### src/rtl/adder_selftest_pkg.sv
// Shared types and helpers for the exhaustive adder self-test sequencer.
package adder_selftest_pkg;

  typedef enum logic [2:0] {
    IDLE   = 3'd0,
    APPLY  = 3'd1,
    SETTLE = 3'd2,
    CHECK  = 3'd3,
    DONE   = 3'd4
  } state_e;

  localparam int WIDTH_DEF = 6;
  localparam int NUM_VEC   = 2 ** (2 * WIDTH_DEF);

  // Widest operand the golden-sum helper supports; narrower operands are zero-extended.
  localparam int MAX_WIDTH = 16;

  function automatic logic [MAX_WIDTH:0] golden_sum(input logic [MAX_WIDTH-1:0] a,
                                                    input logic [MAX_WIDTH-1:0] b);
    return {1'b0, a} + {1'b0, b};
  endfunction

endpackage

### src/rtl/adder_selftest_seq_if.sv
// Operand/result bus between the self-test sequencer and the adder under test.
interface adder_selftest_seq_if #(
  parameter int WIDTH = 6
);
  logic [WIDTH-1:0] x_o;
  logic [WIDTH-1:0] y_o;
  logic [WIDTH-1:0] s_i;
  logic             cout_i;

  modport master (output x_o, output y_o, input s_i, input cout_i);
  modport slave  (input x_o, input y_o, output s_i, output cout_i);
endinterface

### src/rtl/adder_selftest_seq_result_checker.sv
// Golden compare of {cout,s} against x+y, error counter and first-failure capture.
// ADDER_SELFTEST_STOP_ON_ERR_EN: when defined, a mismatch raises stop_req for the FSM.
module adder_result_checker
  import adder_selftest_pkg::*;
#(
  parameter int WIDTH = 6
) (
  input  logic               clk,
  input  logic               rst_n,
  input  logic               clear,
  input  logic               check_en,
  input  logic [WIDTH-1:0]   x,
  input  logic [WIDTH-1:0]   y,
  input  logic [WIDTH-1:0]   s,
  input  logic               cout,
  input  logic [2*WIDTH-1:0] idx,
  output logic [2*WIDTH:0]   err_count,
  output logic               first_err_valid,
  output logic [2*WIDTH-1:0] first_err_idx,
  output logic               stop_req
);

  logic [MAX_WIDTH-1:0] x_ext;
  logic [MAX_WIDTH-1:0] y_ext;
  logic [MAX_WIDTH:0]   exp_sum;
  logic [MAX_WIDTH:0]   got_sum;
  logic                 mismatch;

  assign x_ext    = MAX_WIDTH'(x);
  assign y_ext    = MAX_WIDTH'(y);
  assign exp_sum  = golden_sum(x_ext, y_ext);
  assign got_sum  = (MAX_WIDTH+1)'({cout, s});
  assign mismatch = (got_sum != exp_sum);

`ifdef ADDER_SELFTEST_STOP_ON_ERR_EN
  assign stop_req = check_en && mismatch;
`else
  assign stop_req = 1'b0;
`endif

  always_ff @(posedge clk or negedge rst_n) begin
    if (!rst_n) begin
      err_count       <= '0;
      first_err_valid <= 1'b0;
      first_err_idx   <= '0;
    end else if (clear) begin
      err_count       <= '0;
      first_err_valid <= 1'b0;
      first_err_idx   <= '0;
    end else if (check_en && mismatch) begin
      // Width covers every vector failing, so this never wraps.
      err_count <= err_count + 1'b1;
      if (!first_err_valid) begin
        first_err_valid <= 1'b1;
        first_err_idx   <= idx;
      end
    end
  end

endmodule

### src/rtl/adder_selftest_seq.sv
// Exhaustive self-test sequencer: sweeps all {x,y} pairs (x major) into the adder and checks the sum.
// ADDER_SELFTEST_STOP_ON_ERR_EN: when defined, the sweep ends at the first mismatch.
//
// state  | meaning
// IDLE   | waiting for start after reset
// APPLY  | drive x_o/y_o from the vector index
// SETTLE | wait SETTLE_CYCLES for the adder to settle
// CHECK  | compare result, advance index or finish
// DONE   | results valid; start re-launches a sweep
module adder_selftest_seq
  import adder_selftest_pkg::*;
#(
  parameter int WIDTH         = 6,
  parameter int SETTLE_CYCLES = 1
) (
  input  logic                clk,
  input  logic                rst_n,
  input  logic                start,
  adder_selftest_seq_if.master bus,
  output logic                busy,
  output logic                done,
  output logic                pass,
  output logic [2*WIDTH:0]    err_count,
  output logic                first_err_valid,
  output logic [2*WIDTH-1:0]  first_err_idx
);

  localparam int SETTLE_W = (SETTLE_CYCLES > 1) ? $clog2(SETTLE_CYCLES) : 1;
  localparam logic [SETTLE_W-1:0] SETTLE_LOAD =
    (SETTLE_CYCLES > 0) ? SETTLE_W'(SETTLE_CYCLES - 1) : '0;
  localparam logic [2*WIDTH-1:0] LAST_IDX = '1;

  state_e               state_q;
  state_e               state_d;
  logic [2*WIDTH-1:0]   idx_q;
  logic [SETTLE_W-1:0]  settle_cnt_q;
  logic [WIDTH-1:0]     x_q;
  logic [WIDTH-1:0]     y_q;
  logic                 clear;
  logic                 check_en;
  logic                 stop_req;
  logic                 last_vec;

  assign last_vec = (idx_q == LAST_IDX);

  always_comb begin
    state_d  = state_q;
    clear    = 1'b0;
    check_en = 1'b0;
    case (state_q)
      IDLE, DONE: begin
        if (start) begin
          state_d = APPLY;
          clear   = 1'b1;
        end
      end
      APPLY:  state_d = (SETTLE_CYCLES > 0) ? SETTLE : CHECK;
      SETTLE: if (settle_cnt_q == '0) state_d = CHECK;
      CHECK: begin
        check_en = 1'b1;
        state_d  = (last_vec || stop_req) ? DONE : APPLY;
      end
      default: state_d = IDLE;
    endcase
  end

  always_ff @(posedge clk or negedge rst_n) begin
    if (!rst_n) begin
      state_q <= IDLE;
    end else begin
      state_q <= state_d;
    end
  end

  // Index and settle down-counter; operands stay registered so DONE shows the last vector.
  always_ff @(posedge clk or negedge rst_n) begin
    if (!rst_n) begin
      idx_q        <= '0;
      settle_cnt_q <= '0;
      x_q          <= '0;
      y_q          <= '0;
    end else begin
      case (state_q)
        IDLE, DONE: begin
          if (start) idx_q <= '0;
        end
        APPLY: begin
          x_q          <= idx_q[2*WIDTH-1:WIDTH];
          y_q          <= idx_q[WIDTH-1:0];
          settle_cnt_q <= SETTLE_LOAD;
        end
        SETTLE: begin
          if (settle_cnt_q != '0) settle_cnt_q <= settle_cnt_q - 1'b1;
        end
        CHECK: begin
          if (!last_vec && !stop_req) idx_q <= idx_q + 1'b1;
        end
        default: ;
      endcase
    end
  end

  assign bus.x_o = x_q;
  assign bus.y_o = y_q;

  assign busy = (state_q == APPLY) || (state_q == SETTLE) || (state_q == CHECK);
  assign done = (state_q == DONE);
  assign pass = done && (err_count == '0);

  adder_result_checker #(
    .WIDTH (WIDTH)
  ) u_checker (
    .clk             (clk),
    .rst_n           (rst_n),
    .clear           (clear),
    .check_en        (check_en),
    .x               (x_q),
    .y               (y_q),
    .s               (bus.s_i),
    .cout            (bus.cout_i),
    .idx             (idx_q),
    .err_count       (err_count),
    .first_err_valid (first_err_valid),
    .first_err_idx   (first_err_idx),
    .stop_req        (stop_req)
  );

endmodule

### src/flat_wrapper.sv
// flat-port wrapper written by rule: the top's interface ports become plain ports
module adder_selftest_seq_flat import adder_selftest_pkg::*;
#(
  parameter int WIDTH         = 6,
  parameter int SETTLE_CYCLES = 1
)
  (clk, rst_n, start, busy, done, pass, err_count, first_err_valid, first_err_idx, bus_x_o, bus_y_o, bus_s_i, bus_cout_i);
  adder_selftest_seq_if #(.WIDTH(WIDTH)) bus_i ();
  input  logic clk;
  input  logic rst_n;
  input  logic start;
  output logic busy;
  output logic done;
  output logic pass;
  output logic [2*WIDTH:0] err_count;
  output logic first_err_valid;
  output logic [2*WIDTH-1:0] first_err_idx;
  output wire logic [$bits(bus_i.x_o)-1:0] bus_x_o;
  output wire logic [$bits(bus_i.y_o)-1:0] bus_y_o;
  input wire logic [$bits(bus_i.s_i)-1:0] bus_s_i;
  input wire logic [$bits(bus_i.cout_i)-1:0] bus_cout_i;
  assign bus_x_o = bus_i.x_o;
  assign bus_y_o = bus_i.y_o;
  assign bus_i.s_i = bus_s_i;
  assign bus_i.cout_i = bus_cout_i;
  adder_selftest_seq #(.WIDTH(WIDTH), .SETTLE_CYCLES(SETTLE_CYCLES)) u_core (.clk(clk), .rst_n(rst_n), .start(start), .bus(bus_i), .busy(busy), .done(done), .pass(pass), .err_count(err_count), .first_err_valid(first_err_valid), .first_err_idx(first_err_idx));
endmodule
### config.mk
export PLATFORM = sky130hd
export DESIGN_NAME = adder_selftest_seq_flat
export DESIGN_NICKNAME = d
export VERILOG_FILES = /design/src/rtl/adder_selftest_pkg.sv /design/src/rtl/adder_selftest_seq_if.sv /design/src/rtl/adder_selftest_seq_result_checker.sv /design/src/rtl/adder_selftest_seq.sv /design/src/flat_wrapper.sv
export SDC_FILE = /design/constraint.sdc
export NUM_CORES = 1
export LEC_CHECK = 0
export BUFFER_PORTS_ARGS = -buffer_cell sky130_fd_sc_hd__clkbuf_2
export CAP_MARGIN = 15
export CELL_PAD_IN_SITES_DETAIL_PLACEMENT = 0
export CELL_PAD_IN_SITES_GLOBAL_PLACEMENT = 2
export CORE_MARGIN = 5
export CORE_UTILIZATION = 32
export DETAILED_ROUTE_END_ITERATION = 16
export PLACE_DENSITY_LB_ADDON = 0.2
export SLEW_MARGIN = 15
export SYNTH_ARGS = -nofsm -noshare
export SYNTH_HDL_FRONTEND = slang
export SYNTH_SLANG_ARGS = --single-unit
### constraint.sdc
create_clock -name clk -period 2.4 [get_ports clk]
set_input_delay 0.12 -clock clk [delete_from_list [all_inputs] [get_ports clk]]
set_output_delay 0.12 -clock clk [all_outputs]
set_load 0.01 [all_outputs]
# == Yosys cells after proc, flatten, opt, wreduce, memory -nomap -nowiden ==
# Index checks and enable logic that the tools add are counted.
# totals
in_bits,10
register_bits,54
# op_classes
n_eq_ne,10
n_addsub,4
reduce_logical,13
muxes,19
# op_table
operator,n
$mux 12,5
$mux 13,2
$pmux 12 s2,1
$ne 7x17->1,1
$add 13x1->13 const B,1
$logic_not 13->1,1
$add 12x1->12 const B,1
$eq 12x12->1 const B,1
$pmux 3 s4,1
$mux 3,3
$add 6x6->7,1
$eq 3x2->1 const B,2
$mux 1,6
$ne 2x2->1 const B,3
$reduce_bool 2->1,3
$reduce_and 2->1,2
$eq 3x1->1 const B,1
$eq 3x3->1 const B,1
$logic_not 3->1,1
$reduce_and 3->1,1
$logic_and 1x1->1,2
$logic_or 1x1->1,2
$ne 2x1->1 const B,1
$pmux 1 s2,1
2 further kinds,2

# == Logic depth before layout (Yosys ltp) ==
# Gate-level depths: netlist (run 1).
# logic_depth
ltp_word,5
mapped_depth,10
depth_no_buf,8

# == Hierarchy ==
# A second synthesis (run 1) with hierarchy kept.
# unflattened
cells_unflattened,279
hier_area_um2,2935.3
# by_module_without_submodules
module,cells_per_inst,n_inst,seq_area_each_um2,area_each_um2
adder_result_checker,162,1,650.6,1572.8
adder_selftest_seq,117,1,675.6,1362.6

# == Least setup slack after synthesis (run 1) ==
# Ideal clock, no wire load.
# synth_timing
path_kind,register to register
start,register u_core.y_q[0] (netlist: u_core.bus.y_o[0])
end,register u_core.u_checker.first_err_idx[10]
n_path_buf,1
path_slack_ps,-226
required_ps,2321
path_stages_with_launch,9
setup_ps,79
t_arrival_ps,2547
period_less_slack_ps,2626
cell_sequence,dfrtp_1 -> ha_1 -> fa_1 -> xnor2_1 -> o2111ai_1 -> or4_4 -> o21ai_4 -> buf_6 -> mux2i_1
# synth_via
elab_chain_cells,5
# synth_rtl
item,line_no,text
start: declaration,adder_selftest_seq.sv:38,logic [WIDTH-1:0] y_q;
start signal: assignment,adder_selftest_seq.sv:89,y_q <= idx_q[WIDTH-1:0];
$add 6x6->7,adder_selftest_pkg.sv:20,"return {1'b0, a} + {1'b0, b};"
$ne 7x17->1,adder_selftest_seq_result_checker.sv:33,assign mismatch = (got_sum != exp_sum);
$logic_and 1x1->1,adder_selftest_seq_result_checker.sv:50,end else if (check_en && mismatch) begin
$reduce_bool 2->1 (no line),n/a,
$reduce_and 2->1 (no line),n/a,
end signal: assignment,adder_selftest_seq_result_checker.sv:55,first_err_idx <= idx;
end: declaration,adder_selftest_seq_result_checker.sv:19,"output logic [2*WIDTH-1:0] first_err_idx,"
# Every way passes these cells.
# A chain may end at the register's enable or synchronous reset.

# == Final worst setup path (run 1) ==
# layout_timing
start,register u_core.x_q[0] (netlist: u_core.bus.x_o[0])
end,register u_core.u_checker.err_count[7]
# layout_via
elab_chain_cells,4
# layout_rtl
item,line_no,text
start: declaration,adder_selftest_seq.sv:37,logic [WIDTH-1:0] x_q;
start signal: assignment,adder_selftest_seq.sv:88,x_q <= idx_q[2*WIDTH-1:WIDTH];
$add 6x6->7,adder_selftest_pkg.sv:20,
$ne 7x17->1,adder_selftest_seq_result_checker.sv:33,
$logic_and 1x1->1,adder_selftest_seq_result_checker.sv:50,
$reduce_bool 2->1 (no line),n/a,
end signal: assignment,adder_selftest_seq_result_checker.sv:52,err_count <= err_count + 1'b1;
end: declaration,adder_selftest_seq_result_checker.sv:17,"output logic [2*WIDTH:0] err_count,"
# Every way passes these cells.

==> reports/results.txt, run 1 <==
Met3 routed WL: 285 um
Total power: 3.41 mW
Post-Layout Cell Count: 482
Fin crit period: 2470 ps
R2r startpoint: u_core.bus.x_o[0]
Combinational power share: 40.9%
Number of H-tree levels: 2
Largest net degree at the start of global routing: 54
TritonCTS Sinks: 53
Vias per cell: 5.03
Total CTS buffers: 5
CP endpoint kind: register
Critical Path, Cell by Cell: ha_4 > fa_2 > a21oi_2 > o31ai_1 > a31oi_2 > nor4_4 > buf_6 > buf_4 > a2111oi_4 > mux2i_1
Initial antenna violation count: 0
Post-synth EDFFs: 0
Cell taking the most area after synthesis: dfrtp_1
Clk_lat worst skew: 300 ps
Sequential cell area fraction in the yosys report: 45.6%
Core region area: 8810 sq um
CP Launch Type: register
Vias in the first global route: 2,437
CTS tree: yes
Post-Syn Area per Cell: 10.2 sq um
Fin Setup TNS: -801 ps
Main combinational cell family by area after synthesis: simple AND/OR/NAND/NOR gates
Final WS setup: -73.5 ps
Final #Nets: 393
Max Cap Viol: 0
Synth Area in XOR/XNOR: 4.52%
Synth Flop Type: dfrtp_1
Skew final: 12.4 ps
Placed Cells: 466
RSZ-0062 raised after global routing: yes
DR WL/cell: 15.8 um
Synth async-reset ratio: 100%
Global Route Usage Sum: 14.3%
HP Class: input pin to register
Simple-gate share of the synthesized area: 17.0%
Routed met2 length: 3570 um
Clock Pin Slew Worst Setup and Hold Paths: 100 ps
DIE AREA: 11,100 sq um
Top Layer Used: met4
Worst slew margin: 53.3%
Synth Area in Compound Gates: 11.9%
Pre-Repair DR Iteration Count: 4
Psw: 1.24 mW
Worst vdd ir: 0.402 mV
I/O pin count: 51
Post-Synth Adder-Cell Area: 4.56%
Dpl ws: -137 ps
Share of layout cells above drive strength 1: 35.3%
Iteration-0 DRC Markers: 79
Leading cell types by count after synthesis: dfrtp_1 (53), nand2_1 (39), mux2i_1 (20)
Final setup vio count: 16
Reg2reg path depth: 10
Worst-Margin Slew: 701 ps
Global-route wire length before repair: 12,800 um
Yosys reg bits: 53
Sw frac: 36.4%
Hold Crit Depth: 2
Routed length on met1: 3730 um
Failing checks: negative setup slack
Most common cell in the synthesized netlist: dfrtp_1
R2r endpoint: u_core.u_checker.err_count[7]
Worst Setup EP: u_core.u_checker.err_count[7]
DRT antenna net count: 0
Max frequency: 0.404 GHz
FP Rows: 34
Yosys Warn Count: 0
Final GP Congestion: 0.783
CP max stage cell: dfrtp_1
Critical Path RT: 2630 ps
P_leak: 1.91 nW
Synth area leaders: dfrtp_1 (46%), mux2i_1 (6.9%), mux2_2 (5.0%), nand2_1 (5.0%), xnor2_1 (4.2%)
Die Width: 105 um
Area grow syn2layout: 31.9%
Mux cell area share after synthesis: 11.9%
Share of total power in the clock network: 21.0%
DRC: 0
Mapped Cells: 285
Crit. Startpoint: u_core.bus.x_o[0]
Crit Path Class: register to register
Slew Viols, Final: 0
Sequential power share: 38.1%
Syn nets: 305
Die Span Y: 105 um
Power density cells: 890 nW/um^2
Grt ovf: 0
Post-layout util: 43.5%
Drt total wl: 7630 um
Input/output buffers: 50
Synth top area share: 45.6%
Post-DP HPWL: 5680 um
Slack of the worst reg-to-reg path: -70 ps
Worst path max stage delay: 420 ps
Initial Util: 33.0%
Outcome: complete, but fails checks
Int Power: 2.17 mW
Clk root buf: clkbuf_8
Vias: 2,424
Final period util: 103%
Post-synthesis cell area: 2910 sq um
Worst-case clock buffer depth: 2
# diodes: 0
Cell variety after synth: 44
Critical Path Fanout Max: 6
Final Hold Vio Count: 0
CP Data Arrival Time: 2710 ps
-- sequential cells by signal, summed over array words and instances (netlist names) --
signal and count:
u_core.bus.y_o 6, u_core.u_checker.first_err_idx 12, u_core.bus.x_o 6, u_core.u_checker.err_count 13, u_core.state_q 3, u_core.u_checker.first_err_valid 1, u_core.idx_q 12
-- metal layers --
| layer | vias to the layer above | GRT usage [%] |
|---|---|---|
| met2 | 47 | 23.3 |
| met1 | 1182 | 19.9 |
| li1 | 1193 | - |
| met5 | - | 0 |
| met3 | 2 | 2.57 |
| met4 | 0 | 2.81 |
-- cell type report --
class / instances / area (sq um)
fillers: 856 / 4970
multi-input cells: 205 / 1580
flip-flops and latches: 53 / 1330
repair buffers: 92 / 601
well taps: 108 / 135
clock buffers: 5 / 68.8
clock inverters: 3 / 65.1
inverters: 16 / 60.1
-- worst min-delay path by stage --
stage | start | end | slack [ps]
floorplan | rst_n | u_core.bus.x_o[0] | -180
global placement | rst_n | u_core.u_checker.err_count[5] | 310
detailed placement | rst_n | u_core.u_checker.err_count[6] | 310
CTS | start | u_core.state_q[2] | 30
global route | start | u_core.state_q[2] | 30
finish | start | u_core.state_q[2] | 40
-- through the flow --
stage          hold slack (ps)  cell area (sq um)
2_1_floorplan             -176               2940
3_3_place_gp               306               3540
3_5_place_dp               305               3540
4_1_cts                   25.3               3770
5_1_grt                   31.7               3830
6_report                  40.7               3830
-- worst max-delay path: cells and delay by family (launching register included) --
| family | cells | cell delay (ps) |
|---|---|---|
| flops | 1 | 420 |
| fa+ha+maj | 2 | 570 |
| buf+inv | 2 | 290 |
| mux | 1 | 220 |
| simple gates | 1 | 80 |
| compound gates | 4 | 830 |
-- power by group through the flow --
stage / combinational (mW) / clock, mW / sequential [mW]
2_1_floorplan: 0.729 / 0 / 1.33
3_3_place_gp: 1.32 / 0 / 1.32
3_5_place_dp: 1.34 / 0 / 1.32
4_1_cts: 1.38 / 0.745 / 1.30
5_1_grt: 1.55 / 0.783 / 1.34
6_report: 1.40 / 0.717 / 1.30
-- what timing repair did --
| item | 4_1_cts | 5_1_grt |
|---|---|---|
| buffers inserted | 4 | 4 |
| hold buffers | 1 | 0 |
| gates resized for setup | 15 | 8 |
| hold endpoints to repair | 53 | 0 |
| setup endpoints to repair | 23 | 26 |
| pin swaps | 1 | 2 |
-- cells by family after synthesis --
family / count (synthesis)
AND/OR/NAND/NOR: 98
buffers and inverters: 27
multiplexers: 33
AO/OA/AOI/OAI: 49
XOR/XNOR: 15
flip-flops: 53
adder cells (fa/ha/maj): 10
-- layout by cell type, fill, tap and decap left out, types with 2 or more instances in the layout --
| cell type | Yosys | final |
|---|---|---|
| mux2_2 | 13 | 13 |
| a31o_2 | 2 | 2 |
| buf_12 | 0 | 2 |
| inv_1 | 16 | 16 |
| xnor2_1 | 14 | 13 |
| nand2b_1 | 2 | 2 |
| a21o_1 | 4 | 4 |
| clkbuf_2 | 0 | 50 |
| and4_1 | 3 | 3 |
| ha_1 | 9 | 6 |
| a21oi_4 | 0 | 2 |
| o21ai_1 | 0 | 7 |
| and2_1 | 2 | 2 |
| buf_4 | 0 | 37 |
| buf_6 | 2 | 2 |
| dfrtp_1 | 53 | 53 |
| nand3_1 | 13 | 13 |
| nor2_1 | 18 | 18 |
| clkbuf_8 | 0 | 5 |
| a2111o_1 | 6 | 6 |
| nand3b_1 | 3 | 3 |
| nor4_1 | 2 | 2 |
| a21oi_1 | 14 | 11 |
| bufinv_16 | 0 | 2 |
| mux2i_1 | 20 | 20 |
| nand2_1 | 39 | 39 |
| o21ai_0 | 11 | 4 |
| nor3b_1 | 3 | 2 |
| ha_4 | 0 | 2 |
| nand4_1 | 5 | 5 |
Note: power is estimated with default switching activity, not from simulation.
==> run 2, diff against run 1 <==
- PLACE_DENSITY_LB_ADDON: 0.2 -> 0.1
==> reports/results.txt, run 2 (synthesis results as in run 1) <==
Outcome: complete, but fails checks
Failing checks: negative setup slack
DRC: 0 (unchanged)
R2r endpoint: u_core.u_checker.err_count[4]
Crit. Startpoint: u_core.bus.x_o[0]
Most flop-heavy register: u_core.u_checker.err_count
Pre-Repair DR Iteration Count: 4 (unchanged)
Initial Util: 33.0% (unchanged)
Skew final: 20.9 ps (+8.52 ps)
Worst vdd ir: 0.385 mV (-4.2%)
Clk root buf: clkbuf_8
DIE AREA: 11,100 sq um (unchanged)
Share of layout cells above drive strength 1: 36.7% (+1.5 points)
CP endpoint kind: register
DR WL/cell: 16.2 um (+2.5%)
Crit Path Class: register to register
Worst Setup EP: u_core.u_checker.err_count[4]
Final period util: 103% (-0.50 points)
Final GP Congestion: 0.794 (+1.5%)
Combinational power share: 43.3% (+2.4 points)
Final WS setup: -61.5 ps (+12.0 ps)
Largest net degree at the start of global routing: 34 (-37%)
Dpl ws: -119 ps (+18.0 ps)
Max Cap Viol: 0 (unchanged)
Die Span Y: 105 um (unchanged)
DRT antenna net count: 0 (unchanged)
Total CTS buffers: 5 (unchanged)
Final #Nets: 400 (+1.8%)
Sequential power share: 39.9% (+1.8 points)
Psw: 1.25 mW (+0.43%)
Hold Crit Depth: 2 (unchanged)
Min Hold Slack: 23.2 ps (-17.5 ps)
Global Route Usage Sum: 14.9% (+0.63 points)
Hold wc startpoint: start
Fin area: 3820 sq um (-0.33%)
Power density cells: 845 nW/um^2 (-5.1%)
RSZ-0062 raised after global routing: yes
Final setup vio count: 18 (+2)
Number of H-tree levels: 2 (unchanged)
R2r startpoint: u_core.bus.x_o[0]
Worst path max stage delay: 570 ps (+150 ps)
P_leak: 1.93 nW (+1.2%)
CP Launch Type: register
Share of total power in the clock network: 16.9% (-4.1 points)
Drt total wl: 7940 um (+4.0%)
Vias in the first global route: 2,462 (+1.0%)
Grt ovf: 0 (unchanged)
Most frequent cells in the layout: dfrtp_1 (53), clkbuf_2 (50), buf_4 (44)
Global-route wire length before repair: 13,300 um (+4.4%)
Int Power: 1.98 mW (-8.7%)
Input/output buffers: 50 (unchanged)
Die Width: 105 um (unchanged)
Area grow syn2layout: 31.5%
Vias per cell: 5.03 (about the same)
CP Data Arrival Time: 2680 ps (-30 ps)
Max FFs per register: 13 (unchanged)
Reg2reg path depth: 8 (-2)
Final Hold Vio Count: 0 (unchanged)
I/O pin count: 51 (unchanged)
Vias: 2,461 (+1.5%)
Worst-case clock buffer depth: 2 (unchanged)
Biggest regs: u_core.u_checker.err_count x13, u_core.idx_q x12, u_core.u_checker.first_err_idx x12
Critical Path, Cell by Cell: ha_2 > fa_2 > xnor2_2 > xnor2_2 > or4_4 > buf_4 > o21ai_1 > mux2i_1
FP Rows: 34 (unchanged)
Clock Pin Slew Worst Setup and Hold Paths: 100 ps (about the same)
Slew Viols, Final: 0 (unchanged)
Critical Path RT: 2620 ps (about the same)
Iteration-0 DRC Markers: 105 (+33%)
Worst slew margin: 62.1% (+8.8 points)
Fin crit period: 2460 ps (-12.0 ps)
Worst-Margin Slew: 567 ps (-134 ps)
Initial antenna violation count: 0 (unchanged)
Commonest non-fill, non-tap cell in the layout: dfrtp_1
Max frequency: 0.406 GHz (+0.49%)
Sw frac: 38.6% (+2.2 points)
Slack of the worst reg-to-reg path: -60 ps (about the same)
Critical Path Fanout Max: 3 (-3)
CP most frequent cell: xnor2_2
HP Class: input pin to register
Post-DP HPWL: 6100 um (+7.5%)
Clk_lat worst skew: 310 ps (about the same)
CTS tree: yes
Core region area: 8810 sq um (unchanged)
TritonCTS Sinks: 53 (unchanged)
# diodes: 0 (unchanged)
Filler cells: 908 (+6.1%)
CP max stage cell: or4_4
Dpl cell area: 3610 sq um (+1.8%)
run 2: worst min-delay path by stage:
stage	endpoint	slack (ps)
after CTS	u_core.state_q[2]	10
after global placement	u_core.u_checker.err_count[5]	130
after global routing	u_core.state_q[2]	20
after detailed placement	u_core.u_checker.err_count[5]	130
after floorplan	u_core.bus.x_o[0]	-180
final	u_core.state_q[2]	20
run 2: routing by layer:
| layer | wire, um | global-route usage, % |
|---|---|---|
| met1 | 3930 | 22.1 |
| met2 | 3620 | 22.6 |
| met3 | 323 | 2.57 |
| met4 | 65 | 3.19 |
| met5 | 0 | 0 |
run 2: layout make-up:
type | count | area (sq um) | area share (%)
clock buffer | 6 | 82.6 | 2.16
clock inverter | 2 | 13.8 | 0.360
inverter | 16 | 60.1 | 1.57
multi-input combinational | 205 | 1560 | 40.8
sequential | 53 | 1330 | 34.7
tap | 108 | 135 | 3.54
timing repair buffer | 99 | 644 | 16.9
run 2: what timing repair did:
| item | CTS | global route |
|---|---|---|
| pin swaps | 1 | 2 |
| endpoints found under the setup margin | 25 | 26 |
| hold buffers | 1 | 0 |
| endpoints found under the hold margin | 53 | 0 |
| cloned | 0 | 1 |
| gates resized for setup | 10 | 11 |
| setup buffers | 1 | 1 |
run 2: stage by stage:
stage | utilization, % | total power, mW | std cells | setup TNS [ps]
3_5_place_dp | 41.0 | 2.67 | 477 | -1890
5_1_grt | 43.4 | 3.47 | 489 | -3250
3_3_place_gp | 41.0 | 2.66 | 477 | -1420
4_1_cts | 42.8 | 3.26 | 487 | -1120
6_report | 43.4 | 3.23 | 489 | -676
2_1_floorplan | - | 2.06 | 285 | -651
run 2: power by group through the flow:
stage | Sequential (mW) | Clock (mW) | Combinational, mW
after CTS | 1.29 | 0.566 | 1.40
final | 1.29 | 0.545 | 1.40
after global routing | 1.32 | 0.605 | 1.54
after floorplan | 1.33 | 0 | 0.729
after global placement | 1.30 | 0 | 1.36
after detailed placement | 1.31 | 0 | 1.36
run 2: worst max-delay path, delay by kind of cell (launching register included):
family                     cells  cell delay (ps)
and+or+nand+nor                1              570
DFF                            1              390
buffers and inverters          1              160
xor gates and xnor gates       2              310
adders and majority gates      2              600
AOI/OAI and AO/OA              1              160
muxes                          1              200
==> run 3, diff against run 2 <==
- CORE_ASPECT_RATIO: unset -> 1.25
- SETUP_SLACK_MARGIN: unset -> 0.15
==> reports/results.txt, run 3 (synthesis results as in run 1) <==
Fin crit period: 2450 ps (-15.6 ps)
Die Span Y: 117 um (+11%)
Biggest regs: u_core.u_checker.err_count x13, u_core.idx_q x12, u_core.u_checker.first_err_idx x12
Failing checks: negative setup slack
Clock Pin Slew Worst Setup and Hold Paths: 70 ps (-30 ps)
Iteration-0 DRC Markers: 115 (+9.5%)
Max Cap Viol: 0 (unchanged)
DRT antenna net count: 0 (unchanged)
Input/output buffers: 50 (unchanged)
Hold wc startpoint: start
DRC: 0 (unchanged)
Most flop-heavy register: u_core.u_checker.err_count
Reg2reg path depth: 8 (unchanged)
Clk_lat worst skew: 290 ps (-20 ps)
Number of H-tree levels: 2 (unchanged)
Share of layout cells above drive strength 1: 38.3% (+1.5 points)
Final GP Congestion: 0.800 (+0.67%)
Max frequency: 0.409 GHz (+0.64%)
Global Route Usage Sum: 15.6% (+0.69 points)
CTS tree: yes
Final #Nets: 390 (-2.5%)
Area grow syn2layout: 34.8%
CP most frequent cell: xnor2_2
Worst-case clock buffer depth: 2 (unchanged)
Final WS setup: -45.9 ps (+15.6 ps)
Hold Path End: u_core.state_q[2]
# diodes: 0 (unchanged)
Vias in the first global route: 2,512 (+2.0%)
Vias per cell: 4.87 (-3.1%)
TritonCTS Sinks: 53 (unchanged)
Crit Path Class: register to register
Placed Cells: 480 (+0.63%)
Grt ovf: 0 (unchanged)
HP Class: input pin to register
Initial Util: 32.2% (-0.81 points)
DR WL/cell: 16.4 um (+0.75%)
Dpl ws: -149 ps (-30.4 ps)
Clk root buf: clkbuf_16
Multi-input gate area: 1630 sq um (+4.3%)
Critical Path Fanout Max: 12 (+9)
Slew Viols, Final: 0 (unchanged)
Fin area: 3920 sq um (+2.5%)
Worst vdd ir: 0.348 mV (-9.5%)
Hold Crit Depth: 2 (unchanged)
R2r endpoint: u_core.u_checker.first_err_idx[1]
Initial antenna violation count: 0 (unchanged)
Filler cells: 912 (+0.44%)
CP Data Arrival Time: 2660 ps (-20 ps)
Post-DP HPWL: 6000 um (-1.6%)
Critical Path, Cell by Cell: ha_2 > fa_2 > xnor2_2 > xnor2_2 > or4_4 > o21ai_4 > buf_12 > mux2i_1
CP endpoint kind: register
Final period util: 102% (-0.65 points)
Commonest non-fill, non-tap cell in the layout: dfrtp_1
Worst path max stage delay: 570 ps (about the same)
Worst-Margin Slew: 725 ps (+158 ps)
Critical Path RT: 2620 ps (about the same)
I/O pin count: 51 (unchanged)
P_leak: 1.91 nW (-1.1%)
FP Rows: 39 (+15%)
Worst slew margin: 51.7% (-10 points)
RSZ-0062 raised after global routing: yes
Slack of the worst reg-to-reg path: -50 ps (+20 ps)
Skew final: 10.6 ps (-10.3 ps)
Core region area: 9030 sq um (+2.5%)
Most frequent cells in the layout: dfrtp_1 (51), clkbuf_2 (50), nand2_1 (39)
Outcome: complete, but fails checks
Die Width: 95.2 um (-9.6%)
Power density cells: 869 nW/um^2 (+2.8%)
R2r startpoint: u_core.bus.x_o[0]
Post-Layout Cell Count: 494 (+1.0%)
Final setup vio count: 15 (-3)
CP max stage cell: or4_4
Max FFs per register: 13 (unchanged)
Final Hold Vio Count: 0 (unchanged)
Crit. Startpoint: u_core.bus.x_o[0]
DIE AREA: 11,100 sq um (+0.10%)
Dpl cell area: 3610 sq um (unchanged)
Global-route wire length before repair: 13,400 um (+0.36%)
Pre-Repair DR Iteration Count: 4 (unchanged)
Largest net degree at the start of global routing: 54 (+59%)
CP Launch Type: register
Vias: 2,408 (-2.2%)
Total CTS buffers: 5 (unchanged)
Register Area: 1330 sq um (+0.19%)
Drt total wl: 8080 um (+1.8%)
[run 3: how the worst max path moves through the flow]
stage,slack [ps],end,cells past startpoint
2_1_floorplan,-70,u_core.u_checker.first_err_idx[10],8
3_3_place_gp,-60,u_core.u_checker.err_count[7],9
3_5_place_dp,-150,u_core.u_checker.err_count[7],9
4_1_cts,-50,u_core.u_checker.first_err_idx[8],8
5_1_grt,-170,u_core.u_checker.err_count[7],9
6_report,-50,u_core.u_checker.first_err_idx[1],8
[run 3: routing by layer]
layer	wire length [um]	track usage (%)	up-vias	part of all wire, %
li1	-	-	1182	-
met1	3560	19.1	1180	44
met2	4170	28.0	42	52
met3	290	2.64	4	3.6
met4	59	4.04	0	0.73
met5	0	0	-	0
[run 3: final cells by class]
| cell class | count | share of cell area [%] |
|---|---|---|
| Clock buffer | 6 | 3.29 |
| Clock inverter | 2 | 0.351 |
| Inverter | 16 | 1.53 |
| Multi-Input combinational cell | 205 | 41.5 |
| Sequential cell | 53 | 33.9 |
| Tap cell | 123 | 3.93 |
| Timing Repair Buffer | 89 | 15.5 |
[run 3: where the power goes]
part           switching (mW)  internal, mW  leakage, nW
Combinational           0.734         0.658         1.12
Clock                   0.329         0.390       0.0712
Sequential              0.202          1.09        0.713
Total                    1.27          2.14         1.91
[run 3: through the flow]
| step | power (mW) | hold slack (ps) | util, % | TNS [ps] |
|---|---|---|---|---|
| floorplan | 2.09 | -176 | - | -651 |
| global placement | 2.66 | 316 | 40.0 | -394 |
| detailed placement | 2.67 | 313 | 40.0 | -979 |
| CTS | 3.43 | 36.3 | 42.4 | -503 |
| global route | 3.67 | 38.0 | 43.4 | -2860 |
| finish | 3.40 | 46.6 | 43.4 | -452 |
[run 3: critical path: cells and delay by family (launching register included)]
kind | cells | cell delay, ps
AOI/OAI and AO/OA | 1 | 160
DFF | 1 | 380
muxes | 1 | 190
and+or+nand+nor | 1 | 570
xor gates and xnor gates | 2 | 310
adders and majority gates | 2 | 590
buffers and inverters | 1 | 170
[run 3: what timing repair did]
action / CTS / global route
gates resized for setup: 8 / 14
setup buffers: 3 / 2
pin swaps: 1 / 2
endpoints found under the hold margin: 16 / 0
setup endpoints to repair: 26 / 28
hold buffers: 1 / 0
